<file path="config.mk">
export PLATFORM = sky130hd
export DESIGN_NAME = matrix_print_engine
export DESIGN_NICKNAME = d
export VERILOG_FILES = /design/src/rtl/matrix_pkg.sv /design/src/rtl/matrix_print_engine_bin2bcd_seq.sv /design/src/rtl/matrix_print_engine.sv
export SDC_FILE = /design/constraint.sdc
export NUM_CORES = 1
export LEC_CHECK = 0
export ABC_CLOCK_PERIOD_IN_PS = 3350
export CORE_ASPECT_RATIO = 0.8
export CORE_UTILIZATION = 30
export DETAILED_ROUTE_END_ITERATION = 10
export GPL_TIMING_DRIVEN = 0
export SLEW_MARGIN = 0
export SYNTH_ARGS = -nofsm -noshare
export SYNTH_HDL_FRONTEND = slang
export SYNTH_SLANG_ARGS = --single-unit
</file>
<file path="constraint.sdc">
create_clock -name clk_i -period 3.35 [get_ports clk_i]
set_input_delay 0.5025 -clock clk_i [delete_from_list [all_inputs] [get_ports clk_i]]
set_output_delay 0.5025 -clock clk_i [all_outputs]
set_load 0.01 [all_outputs]
</file>
<file path="src/rtl/matrix_pkg.sv">
// Shared encodings, ASCII constants and state type for the matrix print engine.
package matrix_pkg;

    localparam logic [1:0] MODE_SINGLE = 2'd0;
    localparam logic [1:0] MODE_SIZE   = 2'd1;
    localparam logic [1:0] MODE_ALL    = 2'd2;

    localparam logic [7:0] ASCII_SPACE = 8'h20;
    localparam logic [7:0] ASCII_CR    = 8'h0D;
    localparam logic [7:0] ASCII_LF    = 8'h0A;
    localparam logic [7:0] ASCII_ZERO  = 8'h30;

    localparam int DIM_W = 3;

    // Decimal digits needed for the largest unsigned value of the given width.
    function automatic int dec_digits(input int width);
        longint maxVal;
        int     digits;
        maxVal = (longint'(1) << width) - 1;
        digits = 1;
        for (int i = 0; i < 20; i++) begin
            if (maxVal >= 10) begin
                maxVal = maxVal / 10;
                digits++;
            end
        end
        return digits;
    endfunction

    typedef enum logic [3:0] {
        ST_IDLE,
        ST_SCAN,
        ST_CNT_CONV,
        ST_CNT_EMIT,
        ST_FIND,
        ST_READ,
        ST_CONV,
        ST_EMIT_DIG,
        ST_EMIT_SEP,
        ST_FIN
    } state_t;

endpackage

</file>
<file path="src/rtl/matrix_print_engine_bin2bcd_seq.sv">
// Sequential double-dabble converter: one shift per cycle, WIDTH cycles from start to done.
module bin2bcd_seq #(
    parameter int WIDTH  = 8,
    parameter int DIGITS = 3
) (
    input  logic                  clk_i,
    input  logic                  rst_n_i,
    input  logic                  start_i,
    input  logic [WIDTH-1:0]      bin_i,
    output logic                  busy_o,
    output logic                  done_o,
    output logic [4*DIGITS-1:0]   bcd_o
);

    localparam int CW = $clog2(WIDTH + 1);

    logic [WIDTH-1:0]    shift_q, shift_d;
    logic [4*DIGITS-1:0] bcd_q, bcd_d, adj;
    logic [CW-1:0]       cnt_q, cnt_d;
    logic                busy_q, busy_d;

    always_comb begin
        adj = bcd_q;
        for (int i = 0; i < DIGITS; i++) begin
            if (bcd_q[4*i +: 4] >= 4'd5) begin
                adj[4*i +: 4] = bcd_q[4*i +: 4] + 4'd3;
            end
        end
    end

    // The start cycle already performs the first shift, since an all-zero BCD needs no adjust.
    always_comb begin
        shift_d = shift_q;
        bcd_d   = bcd_q;
        cnt_d   = cnt_q;
        busy_d  = busy_q;
        if (start_i && !busy_q) begin
            bcd_d   = (4*DIGITS)'(bin_i[WIDTH-1]);
            shift_d = bin_i << 1;
            cnt_d   = CW'(WIDTH - 1);
            busy_d  = 1'b1;
        end else if (busy_q) begin
            bcd_d   = (adj << 1) | (4*DIGITS)'(shift_q[WIDTH-1]);
            shift_d = shift_q << 1;
            cnt_d   = cnt_q - 1'b1;
            if (cnt_q == CW'(1)) begin
                busy_d = 1'b0;
            end
        end
    end

    always_ff @(posedge clk_i or negedge rst_n_i) begin
        if (!rst_n_i) begin
            shift_q <= '0;
            bcd_q   <= '0;
            cnt_q   <= '0;
            busy_q  <= 1'b0;
        end else begin
            shift_q <= shift_d;
            bcd_q   <= bcd_d;
            cnt_q   <= cnt_d;
            busy_q  <= busy_d;
        end
    end

    assign busy_o = busy_q;
    assign done_o = busy_q && (cnt_q == CW'(1));
    assign bcd_o  = bcd_q;

endmodule

</file>
<file path="src/rtl/matrix_print_engine.sv">
// Selects stored matrices by index, size or all, and streams them as ASCII
// decimal text over a valid/ready byte interface.
module matrix_print_engine #(
    parameter int DATA_WIDTH = 8,
    parameter int MAX_SIZE   = 5,
    parameter int MATRIX_NUM = 8,
    parameter int IDX_W      = 3,
    parameter int ADDR_W     = 5
) (
    input  logic                  clk_i,
    input  logic                  rst_n_i,
    input  logic                  start_i,
    input  logic [1:0]            mode_i,
    input  logic [IDX_W-1:0]      req_idx_i,
    input  logic [2:0]            req_row_i,
    input  logic [2:0]            req_col_i,
    output logic [IDX_W-1:0]      meta_idx_o,
    input  logic                  meta_valid_i,
    input  logic [2:0]            meta_row_i,
    input  logic [2:0]            meta_col_i,
    output logic                  rd_en_o,
    output logic [IDX_W-1:0]      rd_idx_o,
    output logic [ADDR_W-1:0]     rd_addr_o,
    input  logic [DATA_WIDTH-1:0] rd_data_i,
    output logic [7:0]            tx_data_o,
    output logic                  tx_valid_o,
    input  logic                  tx_ready_i,
    output logic                  busy_o,
    output logic                  done_o,
    output logic                  err_o,
    output logic [IDX_W:0]        printed_cnt_o
);

    import matrix_pkg::*;

    localparam int CNT_W  = IDX_W + 1;
    localparam int CONV_W = (DATA_WIDTH > CNT_W) ? DATA_WIDTH : CNT_W;
    localparam int DIGITS = dec_digits(CONV_W);
    localparam int DIG_W  = (DIGITS > 1) ? $clog2(DIGITS) : 1;
    localparam logic [CNT_W-1:0] PTR_LAST = CNT_W'(MATRIX_NUM - 1);
    localparam logic [CNT_W-1:0] PTR_END  = CNT_W'(MATRIX_NUM);

    state_t               state_q, state_d;
    logic [1:0]           mode_q, mode_d;
    logic [IDX_W-1:0]     reqIdx_q, reqIdx_d;
    logic [DIM_W-1:0]     reqRow_q, reqRow_d, reqCol_q, reqCol_d;
    logic [CNT_W-1:0]     ptr_q, ptr_d;
    logic [CNT_W-1:0]     matchCnt_q, matchCnt_d;
    logic [CNT_W-1:0]     printed_q, printed_d;
    logic                 err_q, err_d;
    logic [DIM_W-1:0]     row_q, row_d, col_q, col_d;
    logic [DIM_W-1:0]     metaRow_q, metaRow_d, metaCol_q, metaCol_d;
    logic [DIG_W-1:0]     digIdx_q, digIdx_d;
    logic                 digStarted_q, digStarted_d;
    logic                 cntSep_q, cntSep_d;
    logic [1:0]           sepStep_q, sepStep_d;

    logic                 bcdStart, bcdBusy, bcdDone;
    logic [CONV_W-1:0]    bcdBin;
    logic [4*DIGITS-1:0]  bcdVal;
    logic [DIG_W-1:0]     firstDig, curDig;
    logic [7:0]           digitChar;
    logic                 sizeOk, slotMatch, lastCol, lastRow;
    logic [1:0]           sepLast;

    assign bcdBin = (state_q == ST_CNT_CONV) ? CONV_W'(matchCnt_q) : CONV_W'(rd_data_i);

    bin2bcd_seq #(
        .WIDTH  (CONV_W),
        .DIGITS (DIGITS)
    ) u_bin2bcd (
        .clk_i   (clk_i),
        .rst_n_i (rst_n_i),
        .start_i (bcdStart),
        .bin_i   (bcdBin),
        .busy_o  (bcdBusy),
        .done_o  (bcdDone),
        .bcd_o   (bcdVal)
    );

    // Slots whose stored size is empty or beyond MAX_SIZE can never be printed.
    always_comb begin
        sizeOk = (meta_row_i != '0) && (meta_col_i != '0) &&
                 (int'(meta_row_i) <= MAX_SIZE) && (int'(meta_col_i) <= MAX_SIZE);
        slotMatch = 1'b0;
        case (mode_q)
            MODE_SINGLE: slotMatch = meta_valid_i && sizeOk && (ptr_q[IDX_W-1:0] == reqIdx_q);
            MODE_SIZE:   slotMatch = meta_valid_i && sizeOk &&
                                     (meta_row_i == reqRow_q) && (meta_col_i == reqCol_q);
            MODE_ALL:    slotMatch = meta_valid_i && sizeOk;
            default:     slotMatch = 1'b0;
        endcase
    end

    // Until the first digit goes out, the index is the highest nonzero digit (0 for value 0).
    always_comb begin
        firstDig = '0;
        for (int i = 1; i < DIGITS; i++) begin
            if (bcdVal[4*i +: 4] != 4'd0) begin
                firstDig = DIG_W'(i);
            end
        end
        curDig    = digStarted_q ? digIdx_q : firstDig;
        digitChar = ASCII_ZERO + {4'd0, bcdVal[4*curDig +: 4]};
    end

    assign lastCol = (col_q == (metaCol_q - 1'b1));
    assign lastRow = (row_q == (metaRow_q - 1'b1));
    assign sepLast = !lastCol ? 2'd0 : (lastRow ? 2'd3 : 2'd1);

    always_comb begin
        state_d      = state_q;
        mode_d       = mode_q;
        reqIdx_d     = reqIdx_q;
        reqRow_d     = reqRow_q;
        reqCol_d     = reqCol_q;
        ptr_d        = ptr_q;
        matchCnt_d   = matchCnt_q;
        printed_d    = printed_q;
        err_d        = err_q;
        row_d        = row_q;
        col_d        = col_q;
        metaRow_d    = metaRow_q;
        metaCol_d    = metaCol_q;
        digIdx_d     = digIdx_q;
        digStarted_d = digStarted_q;
        cntSep_d     = cntSep_q;
        sepStep_d    = sepStep_q;
        bcdStart     = 1'b0;
        rd_en_o      = 1'b0;
        tx_valid_o   = 1'b0;
        tx_data_o    = '0;
        done_o       = 1'b0;

        case (state_q)
            ST_IDLE: begin
                if (start_i) begin
                    mode_d     = mode_i;
                    reqIdx_d   = req_idx_i;
                    reqRow_d   = req_row_i;
                    reqCol_d   = req_col_i;
                    err_d      = 1'b0;
                    printed_d  = '0;
                    matchCnt_d = '0;
                    ptr_d      = '0;
                    state_d    = ST_SCAN;
                    if (mode_i == 2'd3) begin
                        err_d   = 1'b1;
                        state_d = ST_FIN;
                    end
                end
            end
            ST_SCAN: begin
                if (slotMatch) begin
                    matchCnt_d = matchCnt_q + 1'b1;
                end
                if (ptr_q == PTR_LAST) begin
                    ptr_d = '0;
                    if (mode_q != MODE_SINGLE) begin
                        state_d = ST_CNT_CONV;
                    end else if (!slotMatch && (matchCnt_q == '0)) begin
                        err_d   = 1'b1;
                        state_d = ST_FIN;
                    end else begin
                        state_d = ST_FIND;
                    end
                end else begin
                    ptr_d = ptr_q + 1'b1;
                end
            end
            ST_CNT_CONV: begin
                bcdStart = !bcdBusy;
                if (bcdDone) begin
                    digStarted_d = 1'b0;
                    cntSep_d     = 1'b0;
                    sepStep_d    = '0;
                    state_d      = ST_CNT_EMIT;
                end
            end
            ST_CNT_EMIT: begin
                tx_valid_o = 1'b1;
                tx_data_o  = !cntSep_q ? digitChar : (sepStep_q[0] ? ASCII_LF : ASCII_CR);
                if (tx_ready_i) begin
                    if (!cntSep_q) begin
                        if (curDig == '0) begin
                            cntSep_d = 1'b1;
                        end else begin
                            digIdx_d     = curDig - 1'b1;
                            digStarted_d = 1'b1;
                        end
                    end else if (sepStep_q == 2'd0) begin
                        sepStep_d = 2'd1;
                    end else begin
                        state_d = (matchCnt_q == '0) ? ST_FIN : ST_FIND;
                    end
                end
            end
            ST_FIND: begin
                if (ptr_q >= PTR_END) begin
                    state_d = ST_FIN;
                end else if (slotMatch) begin
                    metaRow_d = meta_row_i;
                    metaCol_d = meta_col_i;
                    row_d     = '0;
                    col_d     = '0;
                    state_d   = ST_READ;
                end else begin
                    ptr_d = ptr_q + 1'b1;
                end
            end
            ST_READ: begin
                rd_en_o = 1'b1;
                state_d = ST_CONV;
            end
            ST_CONV: begin
                bcdStart = !bcdBusy;
                if (bcdDone) begin
                    digStarted_d = 1'b0;
                    state_d      = ST_EMIT_DIG;
                end
            end
            ST_EMIT_DIG: begin
                tx_valid_o = 1'b1;
                tx_data_o  = digitChar;
                if (tx_ready_i) begin
                    if (curDig == '0) begin
                        sepStep_d = '0;
                        state_d   = ST_EMIT_SEP;
                    end else begin
                        digIdx_d     = curDig - 1'b1;
                        digStarted_d = 1'b1;
                    end
                end
            end
            // Separator run: one space mid-row, CR LF at row end, CR LF CR LF after the last row.
            ST_EMIT_SEP: begin
                tx_valid_o = 1'b1;
                tx_data_o  = !lastCol ? ASCII_SPACE : (sepStep_q[0] ? ASCII_LF : ASCII_CR);
                if (tx_ready_i) begin
                    if (sepStep_q != sepLast) begin
                        sepStep_d = sepStep_q + 1'b1;
                    end else if (!lastCol) begin
                        col_d   = col_q + 1'b1;
                        state_d = ST_READ;
                    end else if (!lastRow) begin
                        col_d   = '0;
                        row_d   = row_q + 1'b1;
                        state_d = ST_READ;
                    end else begin
                        printed_d = printed_q + 1'b1;
                        if ((printed_q + 1'b1) == matchCnt_q) begin
                            state_d = ST_FIN;
                        end else begin
                            ptr_d   = ptr_q + 1'b1;
                            state_d = ST_FIND;
                        end
                    end
                end
            end
            ST_FIN: begin
                done_o  = 1'b1;
                state_d = ST_IDLE;
            end
            default: state_d = ST_IDLE;
        endcase
    end

    always_ff @(posedge clk_i or negedge rst_n_i) begin
        if (!rst_n_i) begin
            state_q      <= ST_IDLE;
            mode_q       <= '0;
            reqIdx_q     <= '0;
            reqRow_q     <= '0;
            reqCol_q     <= '0;
            ptr_q        <= '0;
            matchCnt_q   <= '0;
            printed_q    <= '0;
            err_q        <= 1'b0;
            row_q        <= '0;
            col_q        <= '0;
            metaRow_q    <= '0;
            metaCol_q    <= '0;
            digIdx_q     <= '0;
            digStarted_q <= 1'b0;
            cntSep_q     <= 1'b0;
            sepStep_q    <= '0;
        end else begin
            state_q      <= state_d;
            mode_q       <= mode_d;
            reqIdx_q     <= reqIdx_d;
            reqRow_q     <= reqRow_d;
            reqCol_q     <= reqCol_d;
            ptr_q        <= ptr_d;
            matchCnt_q   <= matchCnt_d;
            printed_q    <= printed_d;
            err_q        <= err_d;
            row_q        <= row_d;
            col_q        <= col_d;
            metaRow_q    <= metaRow_d;
            metaCol_q    <= metaCol_d;
            digIdx_q     <= digIdx_d;
            digStarted_q <= digStarted_d;
            cntSep_q     <= cntSep_d;
            sepStep_q    <= sepStep_d;
        end
    end

    assign meta_idx_o    = ptr_q[IDX_W-1:0];
    assign rd_idx_o      = ptr_q[IDX_W-1:0];
    assign rd_addr_o     = ADDR_W'(row_q) * ADDR_W'(metaCol_q) + ADDR_W'(col_q);
    assign busy_o        = (state_q != ST_IDLE);
    assign err_o         = err_q;
    assign printed_cnt_o = printed_q;

endmodule

</file>
==> results.json <==
{
  "via_per_inst": 5.11,
  "cts_buffers": 9,
  "die_area_um2": 17000,
  "post-place-cells": 826,
  "power_density_nw_per_um2": 872,
  "maxSlewViolCount": 0,
  "reg2reg_to": "ptr_q[0]$_DFFE_PN0P_",
  "status": "finished, final reports clean",
  "path_max_fanout": 2,
  "grt.total_usage_pct": 16.3,
  "initial_core_util_pct": 31.1,
  "place_congestion": 0.842,
  "synth-seq-cells": 70,
  "fill_cells": 1574,
  "p_total_mw": 5.47,
  "final-hold-violation-count": 0,
  "antenna_left": 0,
  "routedWlPerCell_um": 15.5,
  "grt_pass1_vias": 4259,
  "dr.pass1.iters": 5,
  "synthArstFlopShare_pct": 100,
  "startpoint_type": "flop",
  "clkTransAtPathRegs_ns": 0.06,
  "syn_area_um2": 4950,
  "cap_violations": 0,
  "synth-main-ff-cell": "dfrtp_1",
  "io_pins": 58,
  "htree_levels": 3,
  "netlist_top_cells_count": "nand2_1 (84), dfrtp_1 (70), inv_1 (32), nor2_1 (32), ha_1 (29)",
  "grt_max_degree": 38,
  "wl_um": 13200,
  "worst_ep_required_time_ns": 2.85,
  "synth-simple-area-share_pct": 22.4,
  "drt_iter0_drc": 282,
  "synth-compound-area-share_pct": 15.9,
  "die_x_um": 146,
  "synth-edff-count": 0,
  "min-delay-path-class": "primary input to async pin",
  "core_area_um2": 16000,
  "yosys-mux-area-fraction_pct": 5.40,
  "layout-drive-gt1-share_pct": 14.1,
  "synth_warnings": 0,
  "cts_sinks": 70,
  "synth_xor_area_share_pct": 6.84,
  "clock-root-buffer": "clkbuf_16",
  "cts_tree": "done",
  "setup_viol": 0,
  "ys_seq_area_share_pct": 35.4,
  "post-route-util_pct": 39.3,
  "port_buffers": 55,
  "leakage_nw": 2.84,
  "reg2reg_slack_ns": 0.27,
  "arrival_ns": 2.81,
  "syn_to_final_growth_pct": 26.5,
  "clock_latency_ns": 0.35,
  "irDropWorstVdd_v": 0.000334,
  "reg2reg_depth": 12,
  "grt_overflow_total": 0,
  "finalCritPeriodShare_pct": 98.9,
  "fin_cells": 853,
  "fmax_ghz": 0.302,
  "worst_pin_slew_ns": 1.20,
  "synthCells": 554,
  "rsz0062_at_grt": "true",
  "setup_tns_ns": 0,
  "grt_pass1_wl_um": 21600,
  "ys_types": 71,
  "vias": 4355,
  "synth_top_area_cell": "dfrtp_1",
  "netlist.area_leader.share_pct": 35.4,
  "endpoint_kind": "output port",
  "hpwl_um": 9960,
  "fin_crit_ns": 3.31,
  "synth.avg_cell_area_um2": 8.94,
  "yosysMostFrequentCell": "nand2_1",
  "num_antenna_cells": 0,
  "synth_top_family_by_area": "simple AND/OR/NAND/NOR gates",
  "skew_ns": 0.00593,
  "synth_fa_ha_area_share_pct": 8.54,
  "die_y_um": 117,
  "drc": 0,
  "nets": 695,
  "synth_area_leaders": "dfrtp_1 (35%), ha_1 (7.3%), nand2_1 (6.4%)",
  "antenna_found_initial": 0,
  "worst_hold_slack_ns": 0.105,
  "slew_headroom_pct": 18.9,
  "path_class": "flop to output port",
  "clockBufferDepth": 2,
  "rows": 41,
  "r2r_start": "metaCol_q[0]$_DFFE_PN0P_"
}
==> kinds of logic after synthesis <==
logic type | Yosys count
simple gates | 216
compound gates | 113
flops | 70
buf+inv | 64
xor+xnor | 33
fa+ha+maj | 32
mux | 25
other cells | 1
==> power by group <==
group          switching (mW)  internal, mW  total, mW  leakage (nW)
Clock                   0.376         0.593      0.969         0.148
Combinational            1.63          1.36       2.99          1.80
Sequential              0.327          1.18       1.50         0.894
==> layout make-up <==
class / instances / area, µm² / share of cell area (%)
multi-input cells: 421 / 3020 / 48.2
well taps: 215 / 269 / 4.29
flip-flops and latches: 70 / 1760 / 28.0
inverters: 32 / 120 / 1.92
clock inverters: 6 / 61.3 / 0.978
repair buffers: 68 / 646 / 10.3
clock buffers: 10 / 239 / 3.81
plain buffers: 31 / 155 / 2.48
==> flip-flops by register name (all words and copies together), names as in the netlist, 3 cells and up <==
register,cells
printed_cnt_o,4
metaRow_q,3
state_q,4
reqRow_q,3
row_q,3
matchCnt_q,4
reqCol_q,3
u_bin2bcd.shift_q,7
ptr_q,4
col_q,3
u_bin2bcd.cnt_q,4
reqIdx_q,3
metaCol_q,3
u_bin2bcd.bcd_o,12
==> how the worst max path moves through the flow <==
stage	startpoint	endpoint	slack, ns	depth (start not counted)
floorplan	row_q[0]$_DFFE_PN0P_	rd_addr_o[4]	0.39	9
global placement	rst_n_i	reqIdx_q[1]$_DFFE_PN0P_	-0.72	1
detailed placement	row_q[0]$_DFFE_PN0P_	rd_addr_o[4]	-0.27	10
CTS	metaCol_q[2]$_DFFE_PN0P_	rd_addr_o[4]	-0.05	10
global route	metaCol_q[2]$_DFFE_PN0P_	rd_addr_o[4]	-0.07	10
finish	row_q[0]$_DFFE_PN0P_	rd_addr_o[4]	0.04	10
==> routing by layer <==
layer  up-vias  global-route usage, %  routed length (µm)
met2       113                   25.9                5880
met3        19                   3.49                 665
met4         0                   6.74                 276
li1       2102                      -                   -
met5         -                      0                   0
met1      2121                   21.7                6360
==> stage by stage <==
step | instance area, µm² | worst slack (ns)
CTS | 6220 | -0.0481
global placement | 5780 | -0.721
floorplan | 4960 | 0.390
global route | 6270 | -0.0697
detailed placement | 5800 | -0.274
finish | 6270 | 0.0365
==> what timing repair did <==
| item | in CTS | in global routing |
|---|---|---|
| endpoints found under the hold margin | 0 | 0 |
| hold buffers | 0 | 0 |
| buffers inserted | 10 | 2 |
| pin swaps | 3 | 1 |
| endpoints found under the setup margin | 9 | 10 |
| gates resized for setup | 30 | 12 |
==> worst max-delay path, stage by stage, from the launching register on <==
cell	delay, ns
dfrtp_2	0.41
and2_4	0.14
fa_1	0.54
inv_1	0.05
fa_1	0.50
inv_2	0.07
ha_4	0.23
a21o_1	0.16
a21oi_2	0.12
xnor2_1	0.12
buf_2	0.14
==> cells in the final DEF, fill, tap and decap left out, types with 5 or more instances in the layout <==
master / synthesis / final
nand2_1: 84 / 84
dfrtp_1: 70 / 67
clkdlybuf4s50_1: 0 / 47
nor2_1: 32 / 32
inv_1: 32 / 31
ha_1: 29 / 27
o21ai_0: 27 / 26
a21oi_1: 26 / 25
buf_4: 8 / 21
xor2_1: 20 / 20
clkbuf_1: 20 / 17
nor3_1: 17 / 17
mux2_2: 14 / 14
nand2b_1: 11 / 11
mux2i_1: 11 / 11
nand3_1: 11 / 10
and2_1: 11 / 9
xnor2_1: 9 / 9
clkbuf_16: 0 / 9
nor3b_1: 9 / 8
nor2b_1: 7 / 7
o31ai_1: 7 / 6
buf_2: 2 / 5
a22o_1: 5 / 5
a22oi_1: 5 / 5
No activity file was read; power rests on OpenSTA's default activity.
